[src/rtl/pe_layer_seq_pkg.sv]
// Shared definitions for the PE layer sequencer: bus widths and the FSM state encoding.
package pe_layer_seq_pkg;

    localparam int PE_LAYER_W = 3;
    localparam int PE_ACT_W   = 6;
    localparam int PE_COL_W   = 6;
    localparam int PE_WADDR_W = 10;
    localparam int PE_DATA_W  = 16;

    typedef enum logic [2:0] {
        SEQ_IDLE      = 3'd0,
        SEQ_WAIT_ACT  = 3'd1,
        SEQ_READ_W    = 3'd2,
        SEQ_LAYER_END = 3'd3,
        SEQ_SYNC      = 3'd4,
        SEQ_FINISH    = 3'd5
    } seq_state_e;

endpackage

[src/rtl/pe_layer_seq_addr_gen.sv]
// Weight address generator: per-layer base register, column counter and base advance by col_dim.
module pe_layer_seq_addr_gen
    import pe_layer_seq_pkg::*;
#(
    parameter int COL_W   = PE_COL_W,
    parameter int WADDR_W = PE_WADDR_W
) (
    input  logic               clk,
    input  logic               rst_n,
    input  logic               load_base,
    input  logic [WADDR_W-1:0] base_in,
    input  logic               col_clr,
    input  logic               col_step,
    input  logic [COL_W-1:0]   col_dim,
    output logic [WADDR_W-1:0] rd_addr,
    output logic [COL_W-1:0]   col_cnt,
    output logic               col_last
);

    logic [WADDR_W-1:0] base;

    assign col_last = (col_cnt == col_dim - COL_W'(1));
    assign rd_addr  = base + WADDR_W'(col_cnt);

    // Base moves past the current activation's weights once its last column is read.
    always_ff @(posedge clk or negedge rst_n) begin
        if (!rst_n) begin
            base <= '0;
        end else if (load_base) begin
            base <= base_in;
        end else if (col_step && col_last) begin
            base <= base + WADDR_W'(col_dim);
        end
    end

    always_ff @(posedge clk or negedge rst_n) begin
        if (!rst_n) begin
            col_cnt <= '0;
        end else if (col_clr) begin
            col_cnt <= '0;
        end else if (col_step) begin
            col_cnt <= col_cnt + COL_W'(1);
        end
    end

endmodule

[src/rtl/pe_layer_seq.sv]
// Per-PE layer sequencer: accepts activations, issues col_dim weight reads per activation,
// and holds at a global barrier between layers.
module pe_layer_seq
    import pe_layer_seq_pkg::*;
#(
    parameter int LAYER_W = PE_LAYER_W,
    parameter int ACT_W   = PE_ACT_W,
    parameter int COL_W   = PE_COL_W,
    parameter int WADDR_W = PE_WADDR_W,
    parameter int DATA_W  = PE_DATA_W
) (
    input  logic               clk,
    input  logic               rst_n,
    input  logic               start,
    input  logic [LAYER_W-1:0] layer_no,
    input  logic [ACT_W-1:0]   in_act_no,
    input  logic [COL_W-1:0]   col_dim,
    input  logic [WADDR_W-1:0] w_mem_offset,
    output logic [LAYER_W-1:0] layer_idx,
    input  logic               act_valid,
    input  logic [DATA_W-1:0]  act_data,
    output logic               act_ready,
    output logic               w_rd_en,
    output logic [WADDR_W-1:0] w_rd_addr,
    output logic               mac_valid,
    output logic [DATA_W-1:0]  mac_act,
    output logic [COL_W-1:0]   mac_col,
    output logic               sync_req,
    input  logic               sync_ack,
    output logic               busy,
    output logic               done
);

    seq_state_e         state, next_state;
    logic [ACT_W-1:0]   act_cnt;
    logic [DATA_W-1:0]  act_reg;
    logic               load_pending;
    logic               start_run, next_layer, act_fire, col_last;
    logic [WADDR_W-1:0] rd_addr;
    logic [COL_W-1:0]   col_cnt;

    assign act_fire = act_ready & act_valid;

    always_ff @(posedge clk or negedge rst_n) begin
        if (!rst_n) begin
            state <= SEQ_IDLE;
        end else begin
            state <= next_state;
        end
    end

    always_comb begin
        next_state = state;
        act_ready  = 1'b0;
        w_rd_en    = 1'b0;
        sync_req   = 1'b0;
        done       = 1'b0;
        busy       = 1'b0;
        start_run  = 1'b0;
        next_layer = 1'b0;
        case (state)
            SEQ_IDLE: begin
                if (start) begin
                    if (layer_no == '0) begin
                        next_state = SEQ_FINISH;
                    end else begin
                        next_state = SEQ_WAIT_ACT;
                        start_run  = 1'b1;
                    end
                end
            end
            SEQ_WAIT_ACT: begin
                busy = 1'b1;
                if (act_cnt == in_act_no) begin
                    next_state = SEQ_LAYER_END;
                end else begin
                    act_ready = 1'b1;
                    if (act_valid && (col_dim != '0)) begin
                        next_state = SEQ_READ_W;
                    end
                end
            end
            SEQ_READ_W: begin
                busy    = 1'b1;
                w_rd_en = 1'b1;
                if (col_last) begin
                    next_state = SEQ_WAIT_ACT;
                end
            end
            SEQ_LAYER_END: begin
                busy       = 1'b1;
                next_state = SEQ_SYNC;
            end
            SEQ_SYNC: begin
                busy     = 1'b1;
                sync_req = 1'b1;
                if (sync_ack) begin
                    if (layer_idx == layer_no - LAYER_W'(1)) begin
                        next_state = SEQ_FINISH;
                    end else begin
                        next_state = SEQ_WAIT_ACT;
                        next_layer = 1'b1;
                    end
                end
            end
            SEQ_FINISH: begin
                done       = 1'b1;
                next_state = SEQ_IDLE;
            end
            default: next_state = SEQ_IDLE;
        endcase
    end

    // load_pending marks the WAIT_ACT entry cycle, when w_mem_offset already reflects layer_idx.
    always_ff @(posedge clk or negedge rst_n) begin
        if (!rst_n) begin
            layer_idx    <= '0;
            act_cnt      <= '0;
            act_reg      <= '0;
            load_pending <= 1'b0;
        end else if (start_run) begin
            layer_idx    <= '0;
            act_cnt      <= '0;
            load_pending <= 1'b1;
        end else if (next_layer) begin
            layer_idx    <= layer_idx + LAYER_W'(1);
            act_cnt      <= '0;
            load_pending <= 1'b1;
        end else begin
            load_pending <= 1'b0;
            if (act_fire) begin
                act_cnt <= act_cnt + ACT_W'(1);
                act_reg <= act_data;
            end
        end
    end

    pe_layer_seq_addr_gen #(
        .COL_W   (COL_W),
        .WADDR_W (WADDR_W)
    ) u_addr_gen (
        .clk       (clk),
        .rst_n     (rst_n),
        .load_base (load_pending),
        .base_in   (w_mem_offset),
        .col_clr   (act_fire),
        .col_step  (w_rd_en),
        .col_dim   (col_dim),
        .rd_addr   (rd_addr),
        .col_cnt   (col_cnt),
        .col_last  (col_last)
    );

    assign w_rd_addr = w_rd_en ? rd_addr : '0;

    // Weight data returns one cycle after the read strobe, so the MAC tags are delayed to match.
    always_ff @(posedge clk or negedge rst_n) begin
        if (!rst_n) begin
            mac_valid <= 1'b0;
            mac_act   <= '0;
            mac_col   <= '0;
        end else begin
            mac_valid <= w_rd_en;
            mac_act   <= act_reg;
            mac_col   <= col_cnt;
        end
    end

endmodule

[config.mk]
export PLATFORM = sky130hd
export DESIGN_NAME = pe_layer_seq
export DESIGN_NICKNAME = d
export VERILOG_FILES = /design/src/rtl/pe_layer_seq_pkg.sv /design/src/rtl/pe_layer_seq_addr_gen.sv /design/src/rtl/pe_layer_seq.sv
export SDC_FILE = /design/constraint.sdc
export NUM_CORES = 1
export LEC_CHECK = 0
export CAP_MARGIN = 10
export CORE_MARGIN = 2
export CORE_UTILIZATION = 45
export DETAILED_ROUTE_END_ITERATION = 10
export PLACE_DENSITY = 0.81
export SKIP_LAST_GASP = 1
export SYNTH_ARGS = -nofsm -noshare
export SYNTH_HDL_FRONTEND = slang
export SYNTH_SLANG_ARGS = --single-unit
[constraint.sdc]
create_clock -name clk -period 2.3 [get_ports clk]
set_clock_uncertainty 0.2 [all_clocks]
set_input_delay 0.46 -clock clk [delete_from_list [all_inputs] [get_ports clk]]
set_output_delay 0.46 -clock clk [all_outputs]
set_load 0.02 [all_outputs]
After elaboration in Yosys (flattened, before gate mapping)
Cells that the tools add are included.

word-level totals
  bits in registers = 68
  input port bits = 46
  logic and storage cells = 76

operators by class
  add/subtract/negate cells = 7
  equal/unequal tests = 12
  muxes and demuxes = 32
  bitwise gates (word level) = 3
  reductions and logical operators = 12

operator list
  cell                                                                    number
  10-bit 2-to-1 mux                                                       3
  6-bit 2-to-1 mux                                                        5
  3-bit 2-to-1 mux                                                        9
  10-bit by 6-bit adder with 10-bit output                                2
  3-bit one-hot mux with 5 select lines                                   1
  1-bit 2-to-1 mux                                                        14
  6-bit by 1-bit adder with 6-bit output (second input constant)          2
  6-bit equality test                                                     2
  3-bit by 2-bit equality test with 1-bit output (second input constant)  2
  3-bit equality test (second input constant)                             2
  3-bit zero test                                                         2
  2-bit nonzero test                                                      3
  6-bit nonzero test                                                      1
  6-bit by 1-bit subtractor with 6-bit output (second input constant)     1
  2-bit inequality test (second input constant)                           2
  4-bit AND reduction                                                     1
  4-bit OR reduction                                                      1
  3-bit by 1-bit adder with 3-bit output (second input constant)          1
  3-bit by 1-bit equality test with 1-bit output (second input constant)  1
  3-bit equality test                                                     1
  3-bit inequality test (second input constant)                           1
  3-bit AND reduction                                                     1
  3-bit nonzero test                                                      1
  3-bit by 1-bit subtractor with 3-bit output (second input constant)     1
  other kinds (4)                                                         6

Longest topological paths before layout
Gate-level depths: netlist of the first run.

  word-level depth = 7
  depth in mapped cells = 9
  depth with buffers taken out = 9

Modules after synthesis
Synthesis of the first run repeated with hierarchy kept, for this count alone.

unflattened totals
  cell total of the unflattened synthesis = 327
  area, all modules = 3619.7 µm²

by module, submodules not included
  module                 times used  cells each  area an instance (µm²)  seq. area each (µm²)
  pe_layer_seq           1           162         2158.3                  1301.2
  pe_layer_seq_addr_gen  1           165         1461.4                  400.4

Worst setup path before layout of the first run
Ideal clock, no wire load.

  path type = register to output
  from = register u_addr_gen.col_cnt[0]
  to = output w_rd_addr[6]
  arrival time = 2227 ps
  required time = 1640 ps
  setup slack = -587 ps
  cell stages (with the launch flop) = 10
  buffers on the path = 0
  path through = dfrtp_1 ha_1 inv_1 fa_1 nor2b_1 o21ai_0 a21boi_0 o21a_1 nor3_1 nor3_1

on the way
  word-level cells in the longest chain between the ends = 2

ends and longest elaborated chain
  element                                   RTL line                     text
  from (decl)                               pe_layer_seq_addr_gen.sv:16  output logic [COL_W-1:0] col_cnt,
  from (signal assigned)                    pe_layer_seq_addr_gen.sv:42  col_cnt <= col_cnt + COL_W'(1);
  10-bit by 6-bit adder with 10-bit output  pe_layer_seq_addr_gen.sv:23  assign rd_addr = base + WADDR_W'(col_cnt);
  10-bit 2-to-1 mux                         pe_layer_seq.sv:154          assign w_rd_addr = w_rd_en ? rd_addr : '0;
  to (decl)                                 pe_layer_seq.sv:24           output logic [WADDR_W-1:0] w_rd_addr,

Every way passes these cells.

Final worst setup path of the first run
Ends and elaborated chain as after synthesis.

==> out/summary.txt, run 1 <==
Longest Clk Path Bufs -> 2
Total GRT Usage -> 23.58%
First drt pass iteration count -> 4
First-pass GRT wire length -> 15570 µm
Crit path arrival time -> 2250 ps
Final hold vios -> 0
Met3 WL post-DR -> 640 µm
Relative slew margins -> 75.51%
TNS Setup -> -3893 ps
Setup slack at placement -> -793.4 ps
Area Overhead vs Synth -> 61.62%
Peak supply drop -> 0.7799 mV
Post-detail-place hpwl -> 6588 µm
Initial Util -> 45.91%
PnR worst setup slack -> -614.4 ps
HP Start -> act_reg[2]
Slew Limit Fails -> 0
Via count -> 3192
Number of global-route vias before repair -> 3338
Ratio of cells with drive above 1 in the final layout -> 38.87%
Post-Route WL -> 9881 µm
Critical path class -> reg2out
Critical Path End Type -> output port
CTS buffer count -> 9
Synth Cell Area -> 3511 µm²
Antenna fix cells -> 0
Pwr/cell area -> 1220 nW/µm²
Synth area leader -> dfrtp_1
Max Cap Viol -> 0
Die H -> 92.33 µm
Fin crit share -> 126.7%
Synth top area share -> 48.47%
Htree depth -> 3
R2r setup slk -> -50 ps
Synthesized flop and latch total -> 68
Buffers on Ports -> 86
Antenna violations before repair -> 0
Worst-Skew Late Latency -> 340 ps
Area contributors post-synth -> dfrtp_1 (48%), ha_1 (6.8%), xor2_1 (5.5%), mux2_2 (5.5%), xnor2_1 (3.5%)
CP peak stage delay -> 370 ps
Top Layer Used -> met4
R2r worst-path depth -> 10
Worst Max-Slew Pin Slew -> 367.3 ps
Final antenna-violating net count -> 0
Ordered cell list for the critical path -> ha_2 > inv_2 > fa_2 > nor2b_4 > o21ai_2 > a21boi_2 > o21a_1 > o21a_1 > nor3_4 > buf_6
Top cell by count, worst path -> o21a_1
Critical path's slowest cell -> dfrtp_1
Mapped Avg Cell Area -> 10.80 µm²
Synth top cells by count -> dfrtp_1 (68), nor2_1 (25), xor2_1 (22)
Worst reg2reg path startpoint -> act_cnt[2]
Fin nets -> 574
Crit path max fanout -> 3
Post-synth EDFFs -> 0
Die ar. -> 8525 µm²
Clk sinks -> 68
R2R Path End -> act_cnt[2]
Cell with the most instances after synthesis -> dfrtp_1
Syn Inst Count -> 325
Fin crit period -> 2914 ps
Die Wd -> 92.33 µm
RSZ-0062 raised after global routing -> true
Clk slew on worst S/H paths -> 80 ps
CTS tree -> done
DR WL/cell -> 16.09 µm
Largest net degree at the start of global routing -> 69
DRC viols -> 0
Post-synthesis net count -> 392
Status -> finished with violations
CP startpoint kind -> flop
Cell variety after synth -> 50
Hold Path Stages -> 0
Avg Vias per Cell -> 5.199
Async SR Flop Fraction -> 100.0%
DRT iter0 DRCs -> 117
Metal2 WL -> 5081 µm
Critical path required time -> 1640 ps
CORE AREA -> 7647 µm²
Fmax -> 0.3431 GHz
Placer Congestion -> 0.8925
Leak -> 0.002643 µW
Ys flop type -> dfrtp_1
Placed insts -> 574
Hold Path Class -> reg2reg
Core Rows -> 32
Hold Path Sink -> mac_act[2]
Ports -> 87
Cell Count, Final, Fillers Out -> 614
M1 WL -> 3847 µm
Synthesis Warnings -> 0
Sequential fraction of the synthesis area -> 48.47%
# setup viols final -> 14
Remaining Overflow, GRT -> 0
Failing checks -> setup timing
CTS Root Cell -> clkbuf_8
==> cells by family after synthesis <==
group	Yosys count	synth area share (%)
AOI/OAI and AO/OA	59	10.51
xor gates and xnor gates	37	9.658
adders and majority gates	21	7.912
buffers and inverters	25	2.958
DFF	68	48.47
muxes	24	7.448
and+or+nand+nor	91	13.04
==> cells in the final DEF (no fill, tap or decap), drive strengths merged, types with 3 or more instances in the layout <==
master	instances
dfrtp	68
inv	17
dlymetal6s2s	4
nor2	25
buf	104
clkinv	5
nand3	5
o21ai	19
mux2	17
nor3	12
nand2	20
o311ai	4
dlygate4sd2	9
clkbuf	12
nor2b	6
xnor2	14
ha	19
nand4	4
xor2	22
clkdlybuf4s50	58
a21o	4
or3	3
mux2i	7
nor3b	3
a21oi	15
==> what timing repair did <==
item | CTS | global route
pin swaps | 29 | 34
setup buffers | 22 | 8
setup endpoints to repair | 27 | 27
resized for setup | 90 | 50
hold buffers | 1 | 0
endpoints found under the hold margin | 68 | 0
==> worst max-delay path: cells and delay by family (launching register included) <==
| kind | cells | cell delay, ps |
|---|---|---|
| buf+inv | 2 | 170 |
| fa+ha+maj | 2 | 570 |
| flops | 1 | 370 |
| compound gates | 4 | 630 |
| simple gates | 2 | 190 |
==> power by group <==
part	total (µW)	internal, µW	leakage (µW)	switching [µW]
sequential	1970	1690	0.000848	283
clock	986	508	0.000104	478
combinational	3960	2050	0.00169	1910
==> metal layers <==
metal  up-vias  global-route usage [%]
met5         -                       0
met4         0                   11.94
met3        29                   7.567
met2       104                   39.60
met1      1564                   27.01
li1       1495                       -
==> metrics by stage <==
step | util, % | cell area (µm²) | hold slack, ps | total power [µW]
global route | 74.20 | 5674 | 189.7 | 7365
CTS | 71.66 | 5480 | 171.3 | 6664
finish | 74.20 | 5674 | 169.4 | 6922
global placement | 66.12 | 5056 | 155.2 | 5266
floorplan | - | 3550 | -35.59 | 3704
detailed placement | 66.12 | 5056 | 156.4 | 5395
==> how the worst max path moves through the flow <==
stage / endpoint / from / cells after the start
final: w_rd_addr[6] / u_addr_gen.col_cnt[0] / 10
after global routing: w_rd_addr[6] / u_addr_gen.col_cnt[0] / 10
after CTS: w_rd_addr[6] / u_addr_gen.col_cnt[0] / 10
after detailed placement: w_rd_addr[6] / u_addr_gen.base[0] / 10
after global placement: w_rd_addr[6] / u_addr_gen.base[0] / 10
after floorplan: w_rd_addr[8] / u_addr_gen.col_cnt[0] / 9
==> area by class of cell <==
| class | count | area (µm²) |
|---|---|---|
| repair buffers | 180 | 1592 |
| well taps | 102 | 127.6 |
| clock buffers | 9 | 123.9 |
| fillers | 468 | 1973 |
| clock inverters | 7 | 75.07 |
| inverters | 16 | 60.06 |
| multi-input cells | 232 | 1994 |
| flip-flops and latches | 68 | 1702 |
No activity file was read; power rests on OpenSTA's default activity.
==> run 2: changes to the inputs <==
--- a/config.mk
+++ b/config.mk
@@ -9,6 +9,7 @@
 export CORE_MARGIN = 2
 export CORE_UTILIZATION = 45
 export DETAILED_ROUTE_END_ITERATION = 10
+export GPL_TIMING_DRIVEN = 0
 export PLACE_DENSITY = 0.81
 export SKIP_LAST_GASP = 1
 export SYNTH_ARGS = -nofsm -noshare
==> run 2 against run 1 <==
Effect of this change:
- the run still ends with setup timing left
- utilization fell by 5.3 points
- first-iteration DRC count fell by 11%
- sequential power rose by 4%
- clock power rose by 14%
- non-clock buffer count fell by 47
- global-route usage fell by 1.8 points
- fmax rose by 0.76%
- power fell by 5.5%
- critical path type unchanged
==> out/summary.txt, run 2 (synthesis gave the netlist of run 1 again) <==
Final hold vios -> 0 (unchanged)
Crit path max fanout -> 3 (unchanged)
Worst reg2reg path startpoint -> u_addr_gen.col_cnt[3]
Relative slew margins -> 41.66% (-34 points)
Final core utilization -> 68.95% (-5.3 points)
DRT iter0 DRCs -> 104 (-11%)
Launch point of the critical path -> u_addr_gen.col_cnt[0]
Max Cap Viol -> 0 (unchanged)
Die H -> 92.33 µm (unchanged)
CORE AREA -> 7647 µm² (unchanged)
Clk sinks -> 68 (unchanged)
Sequential share of power -> 31.1% (+2.6 points)
Status -> finished with violations
Clk slew on worst S/H paths -> 80 ps (about the same)
Die ar. -> 8525 µm² (unchanged)
Ports -> 87 (unchanged)
Cell family with most CP delay -> compound AO/OA/AOI/OAI gates
Fin nets -> 527 (-8.2%)
PnR worst setup slack -> -592.6 ps (+21.87 ps)
Core Rows -> 32 (unchanged)
Htree depth -> 3 (unchanged)
R2r worst-path depth -> 7 (-3)
Ratio of cells with drive above 1 in the final layout -> 32.69% (-6.2 points)
Post-detail-place hpwl -> 5794 µm (-12%)
Setup slack at placement -> -992.8 ps (-199.4 ps)
Fmax -> 0.3457 GHz (+0.76%)
Worst-Skew Late Latency -> 350 ps (about the same)
Logic pwr share -> 51.7% (-5.6 points)
Initial Util -> 45.91% (unchanged)
CTS buffer count -> 9 (unchanged)
Final antenna-violating net count -> 0 (unchanged)
Critical path's slowest cell -> dfrtp_2
Leak -> 0.002342 µW (-11%)
Most used cells in the layout excluding fill and tap cells -> clkdlybuf4s50_1 (60), dfrtp_1 (59), buf_4 (43)
R2R Path End -> u_addr_gen.base[8]
Crit path arrival time -> 2230 ps (-20 ps)
Remaining Overflow, GRT -> 0 (unchanged)
Via count -> 2980 (-6.6%)
Longest Clk Path Bufs -> 2 (unchanged)
Slew Limit Fails -> 0 (unchanged)
Antenna violations before repair -> 0 (unchanged)
Int Power -> 3981 µW (-6.4%)
CP startpoint kind -> flop
Antenna fix cells -> 0 (unchanged)
Number of global-route vias before repair -> 3047 (-8.7%)
Post-Route WL -> 9122 µm (-7.7%)
Critical path required time -> 1640 ps (about the same)
First-pass GRT wire length -> 14490 µm (-7.0%)
P_sw -> 2563 µW (-4.0%)
Fin crit period -> 2893 ps (-21.87 ps)
Switching share of power -> 39.17% (+0.60 points)
Placer Congestion -> 0.8863 (-0.69%)
DRC viols -> 0 (unchanged)
Hold Path Class -> in2async
Worst Max-Slew Pin Slew -> 875.1 ps (+507.8 ps)
CTS tree -> done
Ordered cell list for the critical path -> ha_4 > inv_2 > fa_2 > nor2b_2 > o21ai_2 > a21boi_2 > o21a_1 > o21a_1 > nor3_4 > buf_6
Largest net degree at the start of global routing -> 69 (unchanged)
RSZ-0062 raised after global routing -> true
Final instance area -> 5273 µm² (-7.1%)
Most common cell after layout, fill and taps aside -> clkdlybuf4s50_1
First drt pass iteration count -> 4 (unchanged)
Area Overhead vs Synth -> 50.18%
Pwr/cell area -> 1241 nW/µm² (+1.7%)
Die Wd -> 92.33 µm (unchanged)
Avg Vias per Cell -> 5.256 (+1.1%)
CTS Root Cell -> clkbuf_8
R2r setup slk -> -160 ps (-110 ps)
Fin crit share -> 125.8% (-0.95 points)
Critical Path End Type -> output port
Total GRT Usage -> 21.81% (-1.8 points)
Failing checks -> setup timing
Clock share of power -> 17.2% (+3.0 points)
Buffers on Ports -> 86 (unchanged)
CP peak stage delay -> 440 ps (+70 ps)
Buf/Inv on CP -> 2 (unchanged)
Critical path class -> reg2out
Cell Area, Placed -> 4536 µm² (-10%)
Top cell by count, worst path -> o21a_1
DR WL/cell -> 16.09 µm (about the same)
# setup viols final -> 11 (-3)
Peak supply drop -> 0.6364 mV (-18%)
[run 2: cell types whose count changed in the layout (fill, tap and decap cells not counted), sizes merged]
| cell | before | now |
|---|---|---|
| buf | 104 | 52 |
| dlymetal6s2s | 4 | 0 |
| clkbuf | 12 | 15 |
| dlygate4sd2 | 9 | 12 |
| clkdlybuf4s15 | 1 | 3 |
| clkdlybuf4s50 | 58 | 60 |
| bufinv | 1 | 2 |
| clkinv | 5 | 4 |
| clkinvlp | 0 | 1 |
| dlygate4sd3 | 1 | 0 |
| inv | 17 | 16 |
[run 2: stage by stage]
stage          TNS, ps  std cells  hold slack [ps]  power, µW
2_1_floorplan   -932.3        325           -35.59       3704
3_5_place_dp    -27320        513            159.8       4778
6_report         -3839        567            25.37       6544
5_1_grt          -5098        567            89.01       6961
4_1_cts          -3687        556            50.04       6286
3_3_place_gp   -137370        513            154.4       4693
[run 2: final cells by class]
class                      count  area, µm²
sequential                    68       1713
clock buffer                   9      123.9
buffer                         8      46.29
clock inverter                 7      98.84
fill                         525       2375
inverter                      16      61.31
tap                          102      127.6
multi-input combinational    232       1973
timing repair buffer         125       1129
[run 2: how the worst max path moves through the flow]
stage / endpoint / cells past startpoint
floorplan: w_rd_addr[8] / 9
global placement: layer_idx[2] / 1
detailed placement: u_addr_gen.base[9] / 10
CTS: w_rd_addr[6] / 10
global route: w_rd_addr[6] / 10
finish: w_rd_addr[6] / 10
[run 2: power groups by stage]
stage	Combinational, µW	Sequential [µW]	Clock, µW
2_1_floorplan	1490	2210	0
3_3_place_gp	2670	2030	0
3_5_place_dp	2720	2060	0
4_1_cts	3120	2020	1140
5_1_grt	3670	2090	1200
6_report	3380	2040	1120
[run 2: per-layer routing]
layer  vias to the layer above  GRT usage (%)  routed length (µm)
met2                        89          37.23                4674
met3                        14          7.242                 617
met1                      1473          25.31                3679
met4                         0          8.706                 150
li1                       1404              -                   -
met5                         -              0                   0
[run 2: what timing repair did]
action,in CTS,in global routing
pin swaps,21,20
buffers inserted,28,15
endpoints found under the setup margin,45,39
hold buffers,0,0
resized for setup,112,33
gates cloned,0,0
